### config.mk
export PLATFORM = sky130hd
export DESIGN_NAME = ssc_sort_ctrl_flat
export DESIGN_NICKNAME = d
export VERILOG_FILES = /design/src/rtl/ssc_sort_ctrl_pkg.sv /design/src/rtl/ssc_sort_ctrl_if.sv /design/src/rtl/ssc_sort_ctrl_cmp_swap.sv /design/src/rtl/ssc_sort_ctrl.sv /design/src/flat_wrapper.sv
export SDC_FILE = /design/constraint.sdc
export NUM_CORES = 1
export LEC_CHECK = 0
export BUFFER_PORTS_ARGS = -buffer_cell sky130_fd_sc_hd__buf_4
export CAP_MARGIN = 20
export CORE_AREA = 5 5 92 94
export CTS_CLUSTER_DIAMETER = 30
export CTS_CLUSTER_SIZE = 30
export DETAILED_ROUTE_END_ITERATION = 8
export DIE_AREA = 0 0 97 99
export PLACE_DENSITY = 0.78
export SYNTH_ARGS = -nofsm -noshare
export SYNTH_HDL_FRONTEND = slang
export SYNTH_SLANG_ARGS = --single-unit
### constraint.sdc
create_clock -name Clk -period 3.2 [get_ports Clk]
set_input_delay 0.64 -clock Clk [delete_from_list [all_inputs] [get_ports Clk]]
set_output_delay 0.64 -clock Clk [all_outputs]
set_load 0.01 [all_outputs]
### src/rtl/ssc_sort_ctrl_pkg.sv
// ssc_pkg: shared types and default widths for the sort-engine sequencer.
//   ssc_state_e : sequencer states
//   DATA_W_DEF  : default element width
//   ADDR_W_DEF  : default memory address width
package ssc_pkg;

    localparam int DATA_W_DEF = 16;
    localparam int ADDR_W_DEF = 8;

    typedef enum logic [2:0] {
        IDLE,
        RDA,
        RDB,
        CMP,
        WR_A,
        WR_B
    } ssc_state_e;

endpackage

### src/rtl/ssc_sort_ctrl_if.sv
// ssc_sort_ctrl_if: Start/Done handshake plus the single-port memory bus.
//   master : the sequencer (drives Busy/Done/Mem_*/Swap_Count, takes Start/Mem_Rd_Data)
//   slave  : wrapper + memory side (drives Start and Mem_Rd_Data)
interface ssc_sort_ctrl_if
    import ssc_pkg::*;
#(
    parameter int DATA_W = DATA_W_DEF,
    parameter int ADDR_W = ADDR_W_DEF
);
    logic                  Start;
    logic                  Busy;
    logic                  Done;
    logic [ADDR_W-1:0]     Mem_Addr;
    logic                  Mem_Wr_En;
    logic [DATA_W-1:0]     Mem_Wr_Data;
    logic [DATA_W-1:0]     Mem_Rd_Data;
    logic [2*ADDR_W-1:0]   Swap_Count;

    modport master (
        input  Start, Mem_Rd_Data,
        output Busy, Done, Mem_Addr, Mem_Wr_En, Mem_Wr_Data, Swap_Count
    );

    modport slave (
        output Start, Mem_Rd_Data,
        input  Busy, Done, Mem_Addr, Mem_Wr_En, Mem_Wr_Data, Swap_Count
    );
endinterface

### src/rtl/ssc_sort_ctrl_cmp_swap.sv
// ssc_cmp_swap: combinational swap decision for one adjacent pair.
//   a       : element at the lower address
//   rd      : element at the higher address
//   do_swap : pair is out of order; equal values never swap
module ssc_cmp_swap #(
    parameter int DATA_W     = 16,
    parameter int DESCENDING = 1
) (
    input  logic [DATA_W-1:0] a,
    input  logic [DATA_W-1:0] rd,
    output logic              do_swap
);
    assign do_swap = (DESCENDING != 0) ? (a < rd) : (a > rd);
endmodule

### src/rtl/ssc_sort_ctrl.sv
// ssc_sort_ctrl: in-place bubble-sort sequencer for a single-port, sync-read memory.
//   Clk, Rst : clock and synchronous active-high reset
//   bus      : Start/Busy/Done handshake, memory address/write port, read data,
//              and the saturating swap counter of the current/last sort
// Each pair costs RDA, RDB, CMP (+ WR_A, WR_B on a swap). The pass bound hi
// shrinks after every pass; a pass without swaps ends the sort early.
module ssc_sort_ctrl
    import ssc_pkg::*;
#(
    parameter int DATA_W     = DATA_W_DEF,
    parameter int ADDR_W     = ADDR_W_DEF,
    parameter int DEPTH      = 256,
    parameter int DESCENDING = 1
) (
    input  logic            Clk,
    input  logic            Rst,
    ssc_sort_ctrl_if.master bus
);
    localparam logic [ADDR_W-1:0] ONE     = ADDR_W'(1);
    localparam logic [ADDR_W-1:0] HI_INIT = ADDR_W'(DEPTH - 1);

    ssc_state_e            state_q, state_d;
    logic [ADDR_W-1:0]     i_q, i_d;
    logic [ADDR_W-1:0]     hi_q, hi_d;
    logic [DATA_W-1:0]     a_q, a_d;
    logic [DATA_W-1:0]     b_q, b_d;
    logic                  swapped_q, swapped_d;
    logic                  done_q, done_d;
    logic [2*ADDR_W-1:0]   swc_q, swc_d;

    logic [ADDR_W-1:0]     mem_addr;
    logic                  mem_we;
    logic [DATA_W-1:0]     mem_wd;
    logic                  do_swap;
    logic                  pass_end;
    logic                  any_swap;

    ssc_cmp_swap #(
        .DATA_W     (DATA_W),
        .DESCENDING (DESCENDING)
    ) u_cmp (
        .a       (a_q),
        .rd      (bus.Mem_Rd_Data),
        .do_swap (do_swap)
    );

    always_comb begin
        state_d   = state_q;
        i_d       = i_q;
        hi_d      = hi_q;
        a_d       = a_q;
        b_d       = b_q;
        swapped_d = swapped_q;
        done_d    = done_q;
        swc_d     = swc_q;
        mem_addr  = '0;
        mem_we    = 1'b0;
        mem_wd    = '0;
        pass_end  = 1'b0;
        any_swap  = swapped_q;

        case (state_q)
            IDLE: begin
                if (bus.Start) begin
                    state_d   = RDA;
                    i_d       = '0;
                    hi_d      = HI_INIT;
                    swapped_d = 1'b0;
                    done_d    = 1'b0;
                    swc_d     = '0;
                end
            end
            RDA: begin
                mem_addr = i_q;
                state_d  = RDB;
            end
            RDB: begin
                // read data now holds mem[i]; mem[i+1] is requested
                mem_addr = i_q + ONE;
                a_d      = bus.Mem_Rd_Data;
                state_d  = CMP;
            end
            CMP: begin
                if (do_swap) begin
                    b_d     = bus.Mem_Rd_Data;
                    state_d = WR_A;
                end else begin
                    pass_end = 1'b1;
                end
            end
            WR_A: begin
                mem_addr = i_q;
                mem_we   = 1'b1;
                mem_wd   = b_q;
                state_d  = WR_B;
            end
            WR_B: begin
                mem_addr  = i_q + ONE;
                mem_we    = 1'b1;
                mem_wd    = a_q;
                swapped_d = 1'b1;
                any_swap  = 1'b1;
                if (swc_q != '1) swc_d = swc_q + 1'b1;
                pass_end  = 1'b1;
            end
            default: state_d = IDLE;
        endcase

        // any_swap folds in the swap completing this cycle, which swapped_q
        // does not show yet
        if (pass_end) begin
            if (i_q < hi_q - ONE) begin
                i_d     = i_q + ONE;
                state_d = RDA;
            end else if (any_swap && (hi_q > ONE)) begin
                hi_d      = hi_q - ONE;
                i_d       = '0;
                swapped_d = 1'b0;
                state_d   = RDA;
            end else begin
                state_d = IDLE;
                done_d  = 1'b1;
            end
        end
    end

    always_ff @(posedge Clk) begin
        if (Rst) begin
            state_q   <= IDLE;
            i_q       <= '0;
            hi_q      <= '0;
            a_q       <= '0;
            b_q       <= '0;
            swapped_q <= 1'b0;
            done_q    <= 1'b0;
            swc_q     <= '0;
        end else begin
            state_q   <= state_d;
            i_q       <= i_d;
            hi_q      <= hi_d;
            a_q       <= a_d;
            b_q       <= b_d;
            swapped_q <= swapped_d;
            done_q    <= done_d;
            swc_q     <= swc_d;
        end
    end

    assign bus.Busy        = (state_q != IDLE);
    assign bus.Done        = done_q;
    assign bus.Mem_Addr    = mem_addr;
    assign bus.Mem_Wr_En   = mem_we;
    assign bus.Mem_Wr_Data = mem_wd;
    assign bus.Swap_Count  = swc_q;
endmodule

### src/flat_wrapper.sv
// flat-port wrapper written by rule: the top's interface ports become plain ports
module ssc_sort_ctrl_flat import ssc_pkg::*;
#(
    parameter int DATA_W     = DATA_W_DEF,
    parameter int ADDR_W     = ADDR_W_DEF,
    parameter int DEPTH      = 256,
    parameter int DESCENDING = 1
)
  (Clk, Rst, bus_Start, bus_Mem_Rd_Data, bus_Busy, bus_Done, bus_Mem_Addr, bus_Mem_Wr_En, bus_Mem_Wr_Data, bus_Swap_Count);
  ssc_sort_ctrl_if #(.DATA_W(DATA_W), .ADDR_W(ADDR_W)) bus_i ();
  input  logic Clk;
  input  logic Rst;
  input wire logic [$bits(bus_i.Start)-1:0] bus_Start;
  input wire logic [$bits(bus_i.Mem_Rd_Data)-1:0] bus_Mem_Rd_Data;
  output wire logic [$bits(bus_i.Busy)-1:0] bus_Busy;
  output wire logic [$bits(bus_i.Done)-1:0] bus_Done;
  output wire logic [$bits(bus_i.Mem_Addr)-1:0] bus_Mem_Addr;
  output wire logic [$bits(bus_i.Mem_Wr_En)-1:0] bus_Mem_Wr_En;
  output wire logic [$bits(bus_i.Mem_Wr_Data)-1:0] bus_Mem_Wr_Data;
  output wire logic [$bits(bus_i.Swap_Count)-1:0] bus_Swap_Count;
  assign bus_i.Start = bus_Start;
  assign bus_i.Mem_Rd_Data = bus_Mem_Rd_Data;
  assign bus_Busy = bus_i.Busy;
  assign bus_Done = bus_i.Done;
  assign bus_Mem_Addr = bus_i.Mem_Addr;
  assign bus_Mem_Wr_En = bus_i.Mem_Wr_En;
  assign bus_Mem_Wr_Data = bus_i.Mem_Wr_Data;
  assign bus_Swap_Count = bus_i.Swap_Count;
  ssc_sort_ctrl #(.DATA_W(DATA_W), .ADDR_W(ADDR_W), .DEPTH(DEPTH), .DESCENDING(DESCENDING)) u_core (.Clk(Clk), .Rst(Rst), .bus(bus_i));
endmodule
==> run_results.csv, run 1 <==
group,metric,value,unit
floorplanning,die_h,99,um
sta,relSlewSlack,0.5337,
clock_network,cts.repair.resized,0,
critical_path,cp-start-kind,"flop",
critical_path,crit_fanout,7,
synthesis,yosysMostFrequentCell,"dfxtp_1",
clock_network,clk_path_buf_depth,2,
sta,max_slew.worst_pin.slew,0.6985,ns
cells_and_area,n_antenna_cell,0,
synthesis,synth.area.top_cells,"dfxtp_1 33%, mux2i_1 7.8%, ha_1 7.7%, nor2_1 5.0%, nand2_1 4.9%",
floorplanning,num_rows,32,
sta,finClkSkew,0.009714,ns
clock_network,cts_setup_buffers,0,
place,gp_congestion,0.9134,
synthesis,synthCells,516,
synthesis,synthTopCellsByCount,"69 x dfxtp_1, 57 x nor2_1, 55 x nand2_1, 33 x a21oi_1, 33 x mux2i_1",
synthesis,synth_nets,561,
hold_path,hp-class,"reg2reg",
clock_network,cts_tree,"yes",
routing,drc_errors,0,
grt,antenna_found_initial,0,
critical_path,crit_buf_inv,1,
power,powerDensity,429.9,nW/um^2
clock_network,cts_sinks,69,
synthesis,netlist.area_leader.share,0.3252,
cells_and_area,regArea,1381,sq um
critical_path,slowest_stage,"dfxtp_1",
grt,grt_max_degree,46,
sta,rsz0062_at_grt,"no",
clock_network,cts_root_buf,"clkbuf_8",
clock_network,htreeDepth,3,
cells_and_area,syn2layout_area_growth,16.41,%
grt,grt_pass1_wl,17530,um
grt,grt_pass1_vias,3859,
routing,ant_nets,0,
critical_path,cp_cell_sequence,"ha_1, nand3_1, nor2_1, nor2b_1, or2_2, a22oi_1, o22ai_1, buf_4",
cells_and_area,final_cell_area,4945,sq um
grt,grt_use_total,0.2166,
cells_and_area,drive_above_1_share,0.1990,
sta,finalSetupViolations,0,
synthesis,post-synth-top-area-cell,"dfxtp_1",
power,peakVddDrop,0.0002526,V
critical_path,max_stage_delay,0.50,ns
critical_path,crit_family,"simple AND/OR/NAND/NOR gates",
routing,via_per_inst,5.711,
sta,fmax,337.6,MHz
clock_network,clock_latency,0.35,ns
synthesis,ys.flop_type,"dfxtp_1",
grt,gr-total-overflow,0,
power,p_leak,2.142,nW
floorplanning,io_pins,62,
routing,drt-initial-drc-count,209,
outcome,status,"complete, no violations",
floorplanning,core_area,7567,sq um
floorplanning,die-area,9603,sq um
critical_path,critPathKind,"reg2out",
clock_network,cts.hold.buffers_added,0,
place,io_buffers,61,
synthesis,ys_ff_latch,69,
place,post-dp-hpwl,7467,um
routing,wl_per_cell,15.15,um
critical_path,end_kind,"output pin",
synthesis,yosysSeqAreaShare,0.3252,
critical_path,crit_required,2.56,ns
synthesis,synthDistinctLibCells,58,
place,placed_area,4755,sq um
synthesis,synth.cell_area,4248,sq um
sta,tns,0,ns
floorplanning,initial_core_util,0.5613,
sta,final.period_utilization,0.9257,
floorplanning,fp.dieW,97,um
synthesis,synth_edf_count,0,
cells_and_area,multiInputGateArea,2630,sq um
routing,wl,10230,um
sta,finalCriticalPeriod,2.962,ns
synthesis,yosysWarnings,0,
clock_network,path_clk_slew,0.08,ns
run,drv_cap,0,
routing,vias,3855,
power,total_power,2.126,mW
critical_path,worstPathArrival,2.32,ns
sta,drv_slew,0,
cells_and_area,fin_util,0.6534,
cells_and_area,fillCellCount,657,
clock_network,cts_buffers,9,
cells_and_area,nets,613,
synthesis,async_flop_share,0,
sta,final-hold-violation-count,0,
synthesis,postSynthAreaPerCell,8.232,sq um
routing,drt_pre_antenna_iters,4,
==> cell type report <==
type | count | area share
multi-input cells | 394 | 0.5319
flip-flops and latches | 69 | 0.2794
well taps | 102 | 0.02581
clock inverters | 7 | 0.01341
clock buffers | 9 | 0.02505
repair buffers | 70 | 0.1063
inverters | 24 | 0.01822
==> per-stage QoR <==
step / std cells / hold slack (ns) / worst slack, ns
floorplan: 516 / 0.4439 / 0.6517
global placement: 659 / 0.4604 / 0.4507
detailed placement: 659 / 0.4648 / 0.3015
CTS: 675 / 0.4773 / 0.2430
global route: 675 / 0.5040 / 0.01697
finish: 675 / 0.4807 / 0.2378
==> worst register-to-register path: stages (launching register included) <==
cell and delay [ns]:
dfxtp_1 0.44, inv_1 0.12, ha_1 0.28, nand2_1 0.09, xor2_1 0.20, ha_1 0.28, a21oi_1 0.17, nor2b_1 0.06
o311a_1 0.42, nor3_2 0.40, o221ai_1 0.20, a21bo_2 0.22
==> state kept, by name, indices dropped and copies added (netlist names) <==
signal	cells
u_core.bus.Done	1
u_core.i_q	8
u_core.b_q	16
u_core.hi_q	8
u_core.swapped_q	1
u_core.a_q	16
u_core.state_q	3
u_core.bus.Swap_Count	16
==> layout by cell type (no fill, tap or decap), drive strengths merged, types with 7 or more instances in the layout <==
| master | n |
|---|---|
| a21oi | 33 |
| xor2 | 13 |
| a31oi | 11 |
| nor3 | 15 |
| nand2b | 10 |
| nand3 | 17 |
| a211oi | 13 |
| and3 | 7 |
| o22ai | 7 |
| o21ai | 12 |
| clkbuf | 9 |
| inv | 23 |
| mux2i | 33 |
| nand2 | 56 |
| dfxtp | 69 |
| xnor2 | 11 |
| nor2b | 8 |
| ha | 26 |
| nand4 | 8 |
| buf | 70 |
| nor2 | 59 |
==> worst paths after layout <==
check	from	endpoint	slack, ns	depth (start not counted)
worst max-delay path	u_core.i_q[1]	bus_Mem_Addr[6]	0.24	8
worst min-delay path	u_core.a_q[7]	u_core.a_q[7]	0.48	2
worst max register to register	u_core.hi_q[0]	u_core.i_q[3]	0.27	11
worst min register to register	u_core.a_q[7]	u_core.a_q[7]	0.48	2
==> power breakdown <==
| part | internal (mW) | switching [mW] | total [mW] |
|---|---|---|---|
| logic | 0.192 | 0.271 | 0.463 |
| registers | 0.905 | 0.0589 | 0.964 |
| clock network | 0.355 | 0.343 | 0.698 |
| total | 1.45 | 0.672 | 2.13 |
==> cell families after synthesis <==
group / after synthesis / synth area share
AOI/OAI and AO/OA: 109 / 0.1803
xor gates and xnor gates: 24 / 0.04948
and+or+nand+nor: 201 / 0.2324
DFF: 69 / 0.3252
buffers and inverters: 53 / 0.05567
adders and majority gates: 26 / 0.07658
muxes: 34 / 0.08041
==> metal layers <==
metal	share of wire	wire (um)	up-vias	GRT usage
li1	-	-	1926	-
met1	0.45	4559	1810	0.2613
met2	0.49	4991	104	0.3769
met3	0.049	505	15	0.05166
met4	0.017	169	0	0.07667
met5	0	0	-	0
(Power assumes the default switching activity.)
==> run 2, diff against run 1 <==
- REMOVE_ABC_BUFFERS: not set -> 1
- TNS_END_PERCENT: not set -> 30
==> run 2 against run 1 <==
  * Critical path depth unchanged
  * Wire length increased by 0.48%
  * Clock power decreased by 4.2%
  * Maximum frequency increased by 1.3%
  * Sequential power shrank 0.7%
  * Clock-buffer cell count is 2 higher
  * Die area is the same
  * Sequential cell count did not move
==> run_results.csv, run 2 (synthesis results as in run 1) <==
group,metric,value,unit
critical_path,crit_buf_inv,1,
critical_path,critPathKind,"reg2out",
cells_and_area,fin_util,0.6548,
power,peakVddDrop,0.0002653,V
clock_network,cts_buffers,9,
grt,grt_max_degree,46,
clock_network,clock_latency,0.35,ns
floorplanning,fp.dieW,97,um
place,post-dp-hpwl,7594,um
routing,wl,10270,um
cells_and_area,n_antenna_cell,0,
critical_path,crit_required,2.56,ns
hold_path,hp-class,"reg2reg",
power,p_comb_frac,0.228,
place,preCtsSetupSlack,0.3072,ns
cells_and_area,nets,614,
power,p_switching,0.6837,mW
grt,gr-total-overflow,0,
grt,antenna_found_initial,0,
sta,whs,0.4615,ns
sta,final.period_utilization,0.9141,
floorplanning,num_rows,32,
critical_path,crit_family,"simple AND/OR/NAND/NOR gates",
power,powerDensity,425.2,nW/um^2
routing,drc_errors,0,
clock_network,cts_tree,"yes",
sta,finalCriticalPeriod,2.925,ns
floorplanning,die_h,99,um
sta,finClkSkew,0.008082,ns
grt,grt_pass1_wl,17480,um
sta,finalSetupViolations,0,
run,drv_cap,0,
routing,wl_per_cell,15.20,um
power,p_int,1.423,mW
power,power_switching_share,0.3245,
sta,final-hold-violation-count,0,
routing,via_per_inst,5.695,
grt,grt_pass1_vias,3823,
cells_and_area,layout_commonest_cell,"buf_4",
clock_network,clk_path_buf_depth,2,
place,place_inst,660,
clock_network,cts_root_buf,"clkbuf_8",
clock_network,cts_sinks,69,
critical_path,cp-start-kind,"flop",
place,gp_congestion,0.7994,
sta,max_slew.worst_pin.slew,0.6355,ns
critical_path,worstPathArrival,2.29,ns
routing,drt_pre_antenna_iters,4,
place,io_buffers,61,
floorplanning,die-area,9603,sq um
sta,rsz0062_at_grt,"no",
floorplanning,initial_core_util,0.5613,
grt,grt_use_total,0.2172,
critical_path,max_stage_delay,0.51,ns
cells_and_area,final_cells,676,
floorplanning,io_pins,62,
cells_and_area,layout_common_cells,"71 x buf_4, 69 x dfxtp_1, 57 x nor2_1, 55 x nand2_1",
power,seqPwrFrac,0.454,
critical_path,end_kind,"output pin",
routing,ant_nets,0,
critical_path,slowest_stage,"dfxtp_1",
sta,timing.final.ws_setup,0.2749,ns
power,p_leak,2.134,nW
critical_path,cp_cell_sequence,"ha_1, nand3_1, nor2_1, nor2b_1, or2_2, a22oi_1, o22ai_1, buf_4",
cells_and_area,drive_above_1_share,0.2003,
floorplanning,core_area,7567,sq um
sta,tns,0,ns
sta,relSlewSlack,0.5758,
cells_and_area,fillCellCount,644,
routing,vias,3850,
outcome,status,"complete, no violations",
clock_network,htreeDepth,3,
power,pwr-share-clk,0.318,
cells_and_area,regArea,1381,sq um
clock_network,path_clk_slew,0.08,ns
sta,drv_slew,0,
cells_and_area,multiInputGateArea,2636,sq um
routing,drt-initial-drc-count,248,
critical_path,crit_fanout,7,
sta,fmax,341.9,MHz
cells_and_area,syn2layout_area_growth,16.64,%
[run 2: cell count changes in the layout (fill, tap and decap cells not counted)]
| cell | change |
|---|---|
| bufinv_16 | -1 |
| clkinvlp_4 | +3 |
| nor3_4 | +1 |
| clkinv_4 | -1 |
| buf_4 | +1 |
| clkbuf_8 | +2 |
| clkinv_2 | -3 |
| nor3_2 | -1 |
[run 2: cell type report]
cell class	count	area share
multi-input cells	394	0.5321
flip-flops and latches	69	0.2788
inverters	24	0.01818
repair buffers	71	0.1076
clock buffers	11	0.03056
well taps	102	0.02576
clock inverters	5	0.007071
[run 2: through the flow]
step | cell area [sq um] | total power [mW]
after floorplan | 4101 | 1.287
after global placement | 4762 | 1.432
after detailed placement | 4762 | 1.450
after CTS | 4949 | 2.110
after global routing | 4955 | 2.207
final | 4955 | 2.107
[run 2: per-layer routing]
layer	track usage	up-vias	routed length, um
met5	0	-	0
met4	0.08315	0	218
met3	0.03609	18	358
met2	0.3869	81	5067
met1	0.2617	1820	4630
li1	-	1931	-
[run 2: final timing paths]
check | from | end | slack [ns] | depth (start not counted)
max | u_core.i_q[1] | bus_Mem_Addr[6] | 0.27 | 8
min | u_core.bus.Done | u_core.bus.Done | 0.46 | 2
max reg2reg | u_core.hi_q[3] | u_core.hi_q[2] | 0.27 | 9
min reg2reg | u_core.bus.Done | u_core.bus.Done | 0.46 | 2
[run 2: power by group through the flow]
stage | logic (mW) | registers, mW | clock network, mW
global placement | 0.460 | 0.971 | 0
finish | 0.481 | 0.957 | 0.669
global route | 0.534 | 0.963 | 0.710
CTS | 0.479 | 0.955 | 0.676
floorplan | 0.311 | 0.976 | 0
detailed placement | 0.475 | 0.975 | 0
[run 2: what timing repair did]
item | in CTS | in global routing
setup endpoints to repair | 0 | 7
hold endpoints to repair | 0 | 0
gates resized for setup | 0 | 1
buffers inserted | 0 | 0
hold buffers | 0 | 0
[run 2: worst register-to-register path, delay by kind of cell (launching register included)]
kind / cells / cell delay, ns
xor gates and xnor gates: 1 / 0.18
DFF: 1 / 0.37
and+or+nand+nor: 4 / 1.21
adders and majority gates: 1 / 0.33
AOI/OAI and AO/OA: 3 / 0.68
